<file path="src/rtl/lsu_pkg.sv">
// Shared types and constants for the load/store unit: FSM states, RV32I
// width codes and error cause encodings.
package lsu_pkg;

  typedef enum logic [1:0] {
    IDLE = 2'd0,
    REQ  = 2'd1,
    WAIT = 2'd2
  } lsu_state_e;

  localparam logic [2:0] F3_LB  = 3'b000;
  localparam logic [2:0] F3_LH  = 3'b001;
  localparam logic [2:0] F3_LW  = 3'b010;
  localparam logic [2:0] F3_LBU = 3'b100;
  localparam logic [2:0] F3_LHU = 3'b101;
  localparam logic [2:0] F3_SB  = 3'b000;
  localparam logic [2:0] F3_SH  = 3'b001;
  localparam logic [2:0] F3_SW  = 3'b010;

  typedef enum logic [1:0] {
    ERR_LD_MISALIGN = 2'd0,
    ERR_ST_MISALIGN = 2'd1,
    ERR_TIMEOUT     = 2'd2,
    ERR_ILLEGAL     = 2'd3
  } lsu_err_e;

endpackage

</file>
<file path="src/rtl/lsu_lane_align.sv">
// Combinational lane logic: op legality/alignment checks, store byte-enable
// and data replication, and load byte/halfword extraction with extension.
module lsu_lane_align
  import lsu_pkg::*;
(
  input  logic        op_read,
  input  logic        op_write,
  input  logic [2:0]  op_funct3,
  input  logic [1:0]  op_offset,
  input  logic [31:0] op_wdata,
  output logic [3:0]  req_be,
  output logic [31:0] req_wdata,
  output logic        illegal,
  output logic        misaligned,
  input  logic [2:0]  ld_funct3,
  input  logic [1:0]  ld_offset,
  input  logic [31:0] rdata,
  output logic [31:0] ld_data
);

  logic [7:0]  lane [4];
  logic [7:0]  byte_sel;
  logic [15:0] half_sel;

  for (genvar gi = 0; gi < 4; gi++) begin : g_lane
    assign lane[gi] = rdata[8*gi +: 8];
  end

  always_comb begin
    illegal = 1'b0;
    if (op_read && op_write) begin
      illegal = 1'b1;
    end else if (op_read) begin
      illegal = !(op_funct3 inside {F3_LB, F3_LH, F3_LW, F3_LBU, F3_LHU});
    end else if (op_write) begin
      illegal = !(op_funct3 inside {F3_SB, F3_SH, F3_SW});
    end
  end

  // Access width comes from the low two funct3 bits for both loads and stores.
  always_comb begin
    misaligned = 1'b0;
    case (op_funct3[1:0])
      2'b01:   misaligned = op_offset[0];
      2'b10:   misaligned = |op_offset;
      default: misaligned = 1'b0;
    endcase
  end

  always_comb begin
    req_be    = 4'b1111;
    req_wdata = op_wdata;
    if (op_write) begin
      case (op_funct3[1:0])
        2'b00: begin
          req_be    = 4'b0001 << op_offset;
          req_wdata = {4{op_wdata[7:0]}};
        end
        2'b01: begin
          req_be    = 4'b0011 << op_offset;
          req_wdata = {2{op_wdata[15:0]}};
        end
        default: begin
          req_be    = 4'b1111;
          req_wdata = op_wdata;
        end
      endcase
    end
  end

  assign byte_sel = lane[ld_offset];
  assign half_sel = ld_offset[1] ? {lane[3], lane[2]} : {lane[1], lane[0]};

  always_comb begin
    ld_data = rdata;
    case (ld_funct3)
      F3_LB:   ld_data = {{24{byte_sel[7]}}, byte_sel};
      F3_LH:   ld_data = {{16{half_sel[15]}}, half_sel};
      F3_LBU:  ld_data = {24'd0, byte_sel};
      F3_LHU:  ld_data = {16'd0, half_sel};
      default: ld_data = rdata;
    endcase
  end

endmodule

</file>
<file path="src/rtl/load_store_unit.sv">
// Memory-access stage: accepts one load/store from the core, runs a single
// bus transaction (request/grant, then read response for loads) and reports errors.
module load_store_unit
  import lsu_pkg::*;
#(
  parameter int TIMEOUT_CYCLES = 16
) (
  input  logic        clk,
  input  logic        rst,
  input  logic        ex_valid,
  output logic        ex_ready,
  input  logic        mem_read,
  input  logic        mem_write,
  input  logic [2:0]  funct3,
  input  logic [31:0] addr,
  input  logic [31:0] wdata,
  output logic        bus_req,
  output logic        bus_we,
  output logic [31:0] bus_addr,
  output logic [3:0]  bus_be,
  output logic [31:0] bus_wdata,
  input  logic        bus_gnt,
  input  logic        bus_rvalid,
  input  logic [31:0] bus_rdata,
  output logic        wb_valid,
  output logic [31:0] wb_data,
  output logic        st_done,
  output logic        err_valid,
  output logic [1:0]  err_cause
);

  localparam int CNT_W = (TIMEOUT_CYCLES > 1) ? $clog2(TIMEOUT_CYCLES) : 1;
  localparam logic [CNT_W-1:0] CNT_LAST = CNT_W'(TIMEOUT_CYCLES - 1);

  lsu_state_e       state_reg, state_next;
  logic [CNT_W-1:0] cnt_reg, cnt_next;
  logic             ex_ready_reg, ex_ready_next;
  logic             bus_req_reg, bus_req_next;
  logic             bus_we_reg, bus_we_next;
  logic [31:0]      bus_addr_reg, bus_addr_next;
  logic [3:0]       bus_be_reg, bus_be_next;
  logic [31:0]      bus_wdata_reg, bus_wdata_next;
  logic             wb_valid_reg, wb_valid_next;
  logic [31:0]      wb_data_reg, wb_data_next;
  logic             st_done_reg, st_done_next;
  logic             err_valid_reg, err_valid_next;
  logic [1:0]       err_cause_reg, err_cause_next;
  logic [2:0]       ld_funct3_reg, ld_funct3_next;
  logic [1:0]       ld_offset_reg, ld_offset_next;

  logic [3:0]       req_be;
  logic [31:0]      req_wdata;
  logic             illegal;
  logic             misaligned;
  logic [31:0]      ld_data;

  lsu_lane_align u_align (
    .op_read    (mem_read),
    .op_write   (mem_write),
    .op_funct3  (funct3),
    .op_offset  (addr[1:0]),
    .op_wdata   (wdata),
    .req_be     (req_be),
    .req_wdata  (req_wdata),
    .illegal    (illegal),
    .misaligned (misaligned),
    .ld_funct3  (ld_funct3_reg),
    .ld_offset  (ld_offset_reg),
    .rdata      (bus_rdata),
    .ld_data    (ld_data)
  );

  always_ff @(posedge clk or posedge rst) begin
    if (rst) begin
      state_reg     <= IDLE;
      cnt_reg       <= '0;
      ex_ready_reg  <= 1'b1;
      bus_req_reg   <= 1'b0;
      bus_we_reg    <= 1'b0;
      bus_addr_reg  <= '0;
      bus_be_reg    <= '0;
      bus_wdata_reg <= '0;
      wb_valid_reg  <= 1'b0;
      wb_data_reg   <= '0;
      st_done_reg   <= 1'b0;
      err_valid_reg <= 1'b0;
      err_cause_reg <= '0;
      ld_funct3_reg <= '0;
      ld_offset_reg <= '0;
    end else begin
      state_reg     <= state_next;
      cnt_reg       <= cnt_next;
      ex_ready_reg  <= ex_ready_next;
      bus_req_reg   <= bus_req_next;
      bus_we_reg    <= bus_we_next;
      bus_addr_reg  <= bus_addr_next;
      bus_be_reg    <= bus_be_next;
      bus_wdata_reg <= bus_wdata_next;
      wb_valid_reg  <= wb_valid_next;
      wb_data_reg   <= wb_data_next;
      st_done_reg   <= st_done_next;
      err_valid_reg <= err_valid_next;
      err_cause_reg <= err_cause_next;
      ld_funct3_reg <= ld_funct3_next;
      ld_offset_reg <= ld_offset_next;
    end
  end

  always_comb begin
    state_next     = state_reg;
    cnt_next       = cnt_reg;
    bus_req_next   = bus_req_reg;
    bus_we_next    = bus_we_reg;
    bus_addr_next  = bus_addr_reg;
    bus_be_next    = bus_be_reg;
    bus_wdata_next = bus_wdata_reg;
    wb_valid_next  = 1'b0;
    wb_data_next   = wb_data_reg;
    st_done_next   = 1'b0;
    err_valid_next = 1'b0;
    err_cause_next = err_cause_reg;
    ld_funct3_next = ld_funct3_reg;
    ld_offset_next = ld_offset_reg;

    case (state_reg)
      IDLE: begin
        if (ex_valid && (mem_read || mem_write)) begin
          if (illegal) begin
            err_valid_next = 1'b1;
            err_cause_next = ERR_ILLEGAL;
          end else if (misaligned) begin
            err_valid_next = 1'b1;
            err_cause_next = mem_write ? ERR_ST_MISALIGN : ERR_LD_MISALIGN;
          end else begin
            state_next     = REQ;
            bus_req_next   = 1'b1;
            bus_we_next    = mem_write;
            bus_addr_next  = {addr[31:2], 2'b00};
            bus_be_next    = req_be;
            bus_wdata_next = req_wdata;
            ld_funct3_next = funct3;
            ld_offset_next = addr[1:0];
          end
        end
      end
      // Grant wait is unbounded; the bus arbiter guarantees forward progress.
      REQ: begin
        if (bus_gnt) begin
          bus_req_next = 1'b0;
          if (bus_we_reg) begin
            st_done_next = 1'b1;
            state_next   = IDLE;
          end else begin
            cnt_next   = '0;
            state_next = WAIT;
          end
        end
      end
      WAIT: begin
        if (bus_rvalid) begin
          wb_valid_next = 1'b1;
          wb_data_next  = ld_data;
          state_next    = IDLE;
        end else if (cnt_reg == CNT_LAST) begin
          err_valid_next = 1'b1;
          err_cause_next = ERR_TIMEOUT;
          state_next     = IDLE;
        end else begin
          cnt_next = cnt_reg + 1'b1;
        end
      end
      default: state_next = IDLE;
    endcase

    ex_ready_next = (state_next == IDLE);
  end

  assign ex_ready  = ex_ready_reg;
  assign bus_req   = bus_req_reg;
  assign bus_we    = bus_we_reg;
  assign bus_addr  = bus_addr_reg;
  assign bus_be    = bus_be_reg;
  assign bus_wdata = bus_wdata_reg;
  assign wb_valid  = wb_valid_reg;
  assign wb_data   = wb_data_reg;
  assign st_done   = st_done_reg;
  assign err_valid = err_valid_reg;
  assign err_cause = err_cause_reg;

endmodule

</file>
<file path="config.mk">
export PLATFORM = sky130hd
export DESIGN_NAME = load_store_unit
export DESIGN_NICKNAME = d
export VERILOG_FILES = /design/src/rtl/lsu_pkg.sv /design/src/rtl/lsu_lane_align.sv /design/src/rtl/load_store_unit.sv
export SDC_FILE = /design/constraint.sdc
export NUM_CORES = 1
export LEC_CHECK = 0
export ABC_AREA = 0
export CAP_MARGIN = 5
export CORE_ASPECT_RATIO = 2
export CORE_UTILIZATION = 25
export CTS_CLUSTER_SIZE = 25
export DETAILED_ROUTE_END_ITERATION = 10
export GPL_ROUTABILITY_DRIVEN = 0
export SYNTH_ARGS = -nofsm -noshare
export SYNTH_HDL_FRONTEND = slang
export SYNTH_SLANG_ARGS = --single-unit
</file>
<file path="constraint.sdc">
create_clock -name clk -period 3.8 [get_ports clk]
set_input_delay 0.38 -clock clk [delete_from_list [all_inputs] [get_ports clk]]
set_output_delay 0.38 -clock clk [all_outputs]
set_load 0.02 [all_outputs]
</file>
==> impl_metrics.toml <==
[outcome]
outcome = "finished clean"

[global_route]
globalRouteTotalUtil = 0.163
gr-total-overflow = 0
grt_pass1_wl_um = 28100
grt_pass1_vias = 5023
antenna_found_initial = 1
grt_max_degree = 79

[cells_and_area]
drive_above_1_share = 0.150
area_delta_synth_final_pct = 51.5
final_cell_mix = "211 x clkdlybuf4s50_1, 116 x dfrtp_1, 57 x nand2_1"
finish.utilization = 0.388
mostFrequentLayoutCell = "clkdlybuf4s50_1"
nets = 832
fill_cells = 2185
post-route-cell-area_um2 = 8590

[logic_synthesis]
synth-seq-cells = 117
synth_cells = 518
syn-cell-area_um2 = 5670
yosys_warnings = 0
ys_seq_area_frac = 0.517
synth_cell_types = 44
syn_area_per_cell_um2 = 10.9

[timing]
worstMarginPinSlew_ns = 1.24
timing.final.crit_share = 0.744
rsz0062_at_grt = "no"
setup_violations = 0
finalMaxSlewViolations = 0
hold_viol_final = 0
min_period_ns = 2.83
max-slew-margin-rel = 0.166
fin_hold_ws_ns = 0.476
fin_skew_ns = 0.0112
clock.fmax_mhz = 354
fin_setup_tns_ns = 0

[die]
die-area_um2 = 23300
core_area_um2 = 22200
die_width_um = 108
die_h_um = 215
ioPinCount = 214
initial_utilization = 0.256
row_count = 77

[detailed_routing]
drt_iter0_drc = 166
ant_nets = 0
drc = 0
post_drt_wl_per_cell_um = 17.8
dr.pass1.iters = 4
vias = 4595
routed_wl_um = 18000
drt-vias-per-instance = 4.55

[pwr]
total_leakage_power_uw = 0.00371
powerDensity_nw_per_um2 = 794
max-vdd-ir-drop_mv = 0.326

[place]
dp_hpwl_um = 13600
dpl_cell_area_um2 = 8010
io_buffers = 211

[cts]
clk_path_buf_depth = 2
clock_latency_ns = 0.41
cts.clk_slew.worst_paths_ns = 0.05
cts.sinks = 117
cts_root_buf = "clkbuf_16"
post_cts_buffers = 0
cts_resized = 0
numCtsBuffers = 17
cts_tree = "yes"
cts_hold_buf = 0
cts_max_level = 4

[worst_setup_path]
cp_data_required_time_ns = 4.09
cp.arrival_ns = 3.11
critPathKind = "in -> reg"
critPathCaptureType = "register"
path_max_fanout = 75
startpoint_type = "primary input"

[job]
max-cap-violations = 0

[min_path]
hold_class = "reg -> reg"
[where the power goes]
group,internal (uW),leakage (uW),switching (uW)
clock,970,0.000267,593
combinational,1570,0.00203,1510
sequential,1800,0.00141,385
total,4340,0.00371,2480
[cell type report]
type | count | area (um^2) | area share
diodes | 1 | 2.50 | 0.000291
clock buffers | 22 | 484 | 0.0564
clock inverters | 10 | 97.6 | 0.0114
inverters | 31 | 119 | 0.0138
multi-input cells | 335 | 2430 | 0.283
flip-flops and latches | 117 | 2930 | 0.341
well taps | 276 | 345 | 0.0402
repair buffers | 218 | 2180 | 0.253
[routing by layer]
metal | part of all wire | up-vias | track usage
met4 | 0.044 | 0 | 0.0982
li1 | - | 2192 | -
met1 | 0.35 | 2220 | 0.164
met2 | 0.56 | 151 | 0.299
met5 | 0 | - | 0
met3 | 0.044 | 32 | 0.0337
[critical path: stages]
cell and delay [ns]:
clkdlybuf4s50_1 0.48, inv_1 0.13, ha_1 0.41, or2_1 0.40, o21ai_2 0.07, o311a_2 0.15
nor3_4 0.21, buf_12 0.44, mux2_2 0.40
[cell families (layout without fill, tap and decap cells)]
group           after synthesis  after routing  share of synthesized area
simple gates                153            153                      0.121
fa+ha+maj                     6              6                     0.0132
flops                       117            117                      0.517
other cells                   1              3                   0.000661
compound gates               85             85                     0.0966
xor+xnor                      2              2                    0.00309
buf+inv                      67            281                     0.0558
mux                          87             87                      0.193
[synth_stat cells (all sizes together)]
library cell | count | area [um^2]
conb | 1 | 3.75
nor2 | 32 | 120
a31oi | 7 | 43.8
nand4 | 2 | 12.5
mux2i | 20 | 200
a221o | 8 | 80.1
o21ai | 33 | 169
nor3 | 3 | 20.0
buf | 17 | 129
clkbuf | 19 | 71.3
dfstp | 1 | 26.3
a21oi | 8 | 40.0
o211ai | 2 | 15.0
o31ai | 8 | 60.1
a21boi | 2 | 15.0
clkinv | 1 | 3.75
dfrtp | 116 | 2900
nor2b | 10 | 62.6
a22o | 1 | 8.76
nand3b | 1 | 7.51
o21bai | 1 | 7.51
a311oi | 1 | 8.76
or4 | 1 | 7.51
or2 | 1 | 6.26
o311a | 1 | 11.3
mux2 | 65 | 848
nand2 | 57 | 214
nand2b | 3 | 18.8
nand3 | 42 | 210
inv | 30 | 113
ha | 6 | 75.1
o21a | 3 | 22.5
nor3b | 1 | 7.51
xor2 | 2 | 17.5
a21o | 3 | 22.5
o22ai | 7 | 43.8
mux4 | 2 | 45.0
[final timing paths]
check                            startpoint           end  slack, ns  cells past startpoint
setup / recovery                  funct3[1]  bus_addr[30]       0.97                      9
hold / removal                   wb_data[9]    wb_data[9]       0.48                      2
setup reg to reg           ld_offset_reg[1]   wb_data[18]       1.24                      4
hold reg to reg                  wb_data[9]    wb_data[9]       0.48                      2
max in group asynchronous               rst  bus_addr[26]       2.31                      3
min in group asynchronous               rst  bus_addr[23]       0.56                      2
[through the flow]
stage	total power [uW]	setup WS (ns)	cells
floorplan	3790	0.321	519
global placement	5290	0.661	977
detailed placement	5310	0.560	977
CTS	6940	0.992	1009
global route	7220	0.825	1010
finish	6820	0.975	1010
Power figures use the tool's default switching activity.
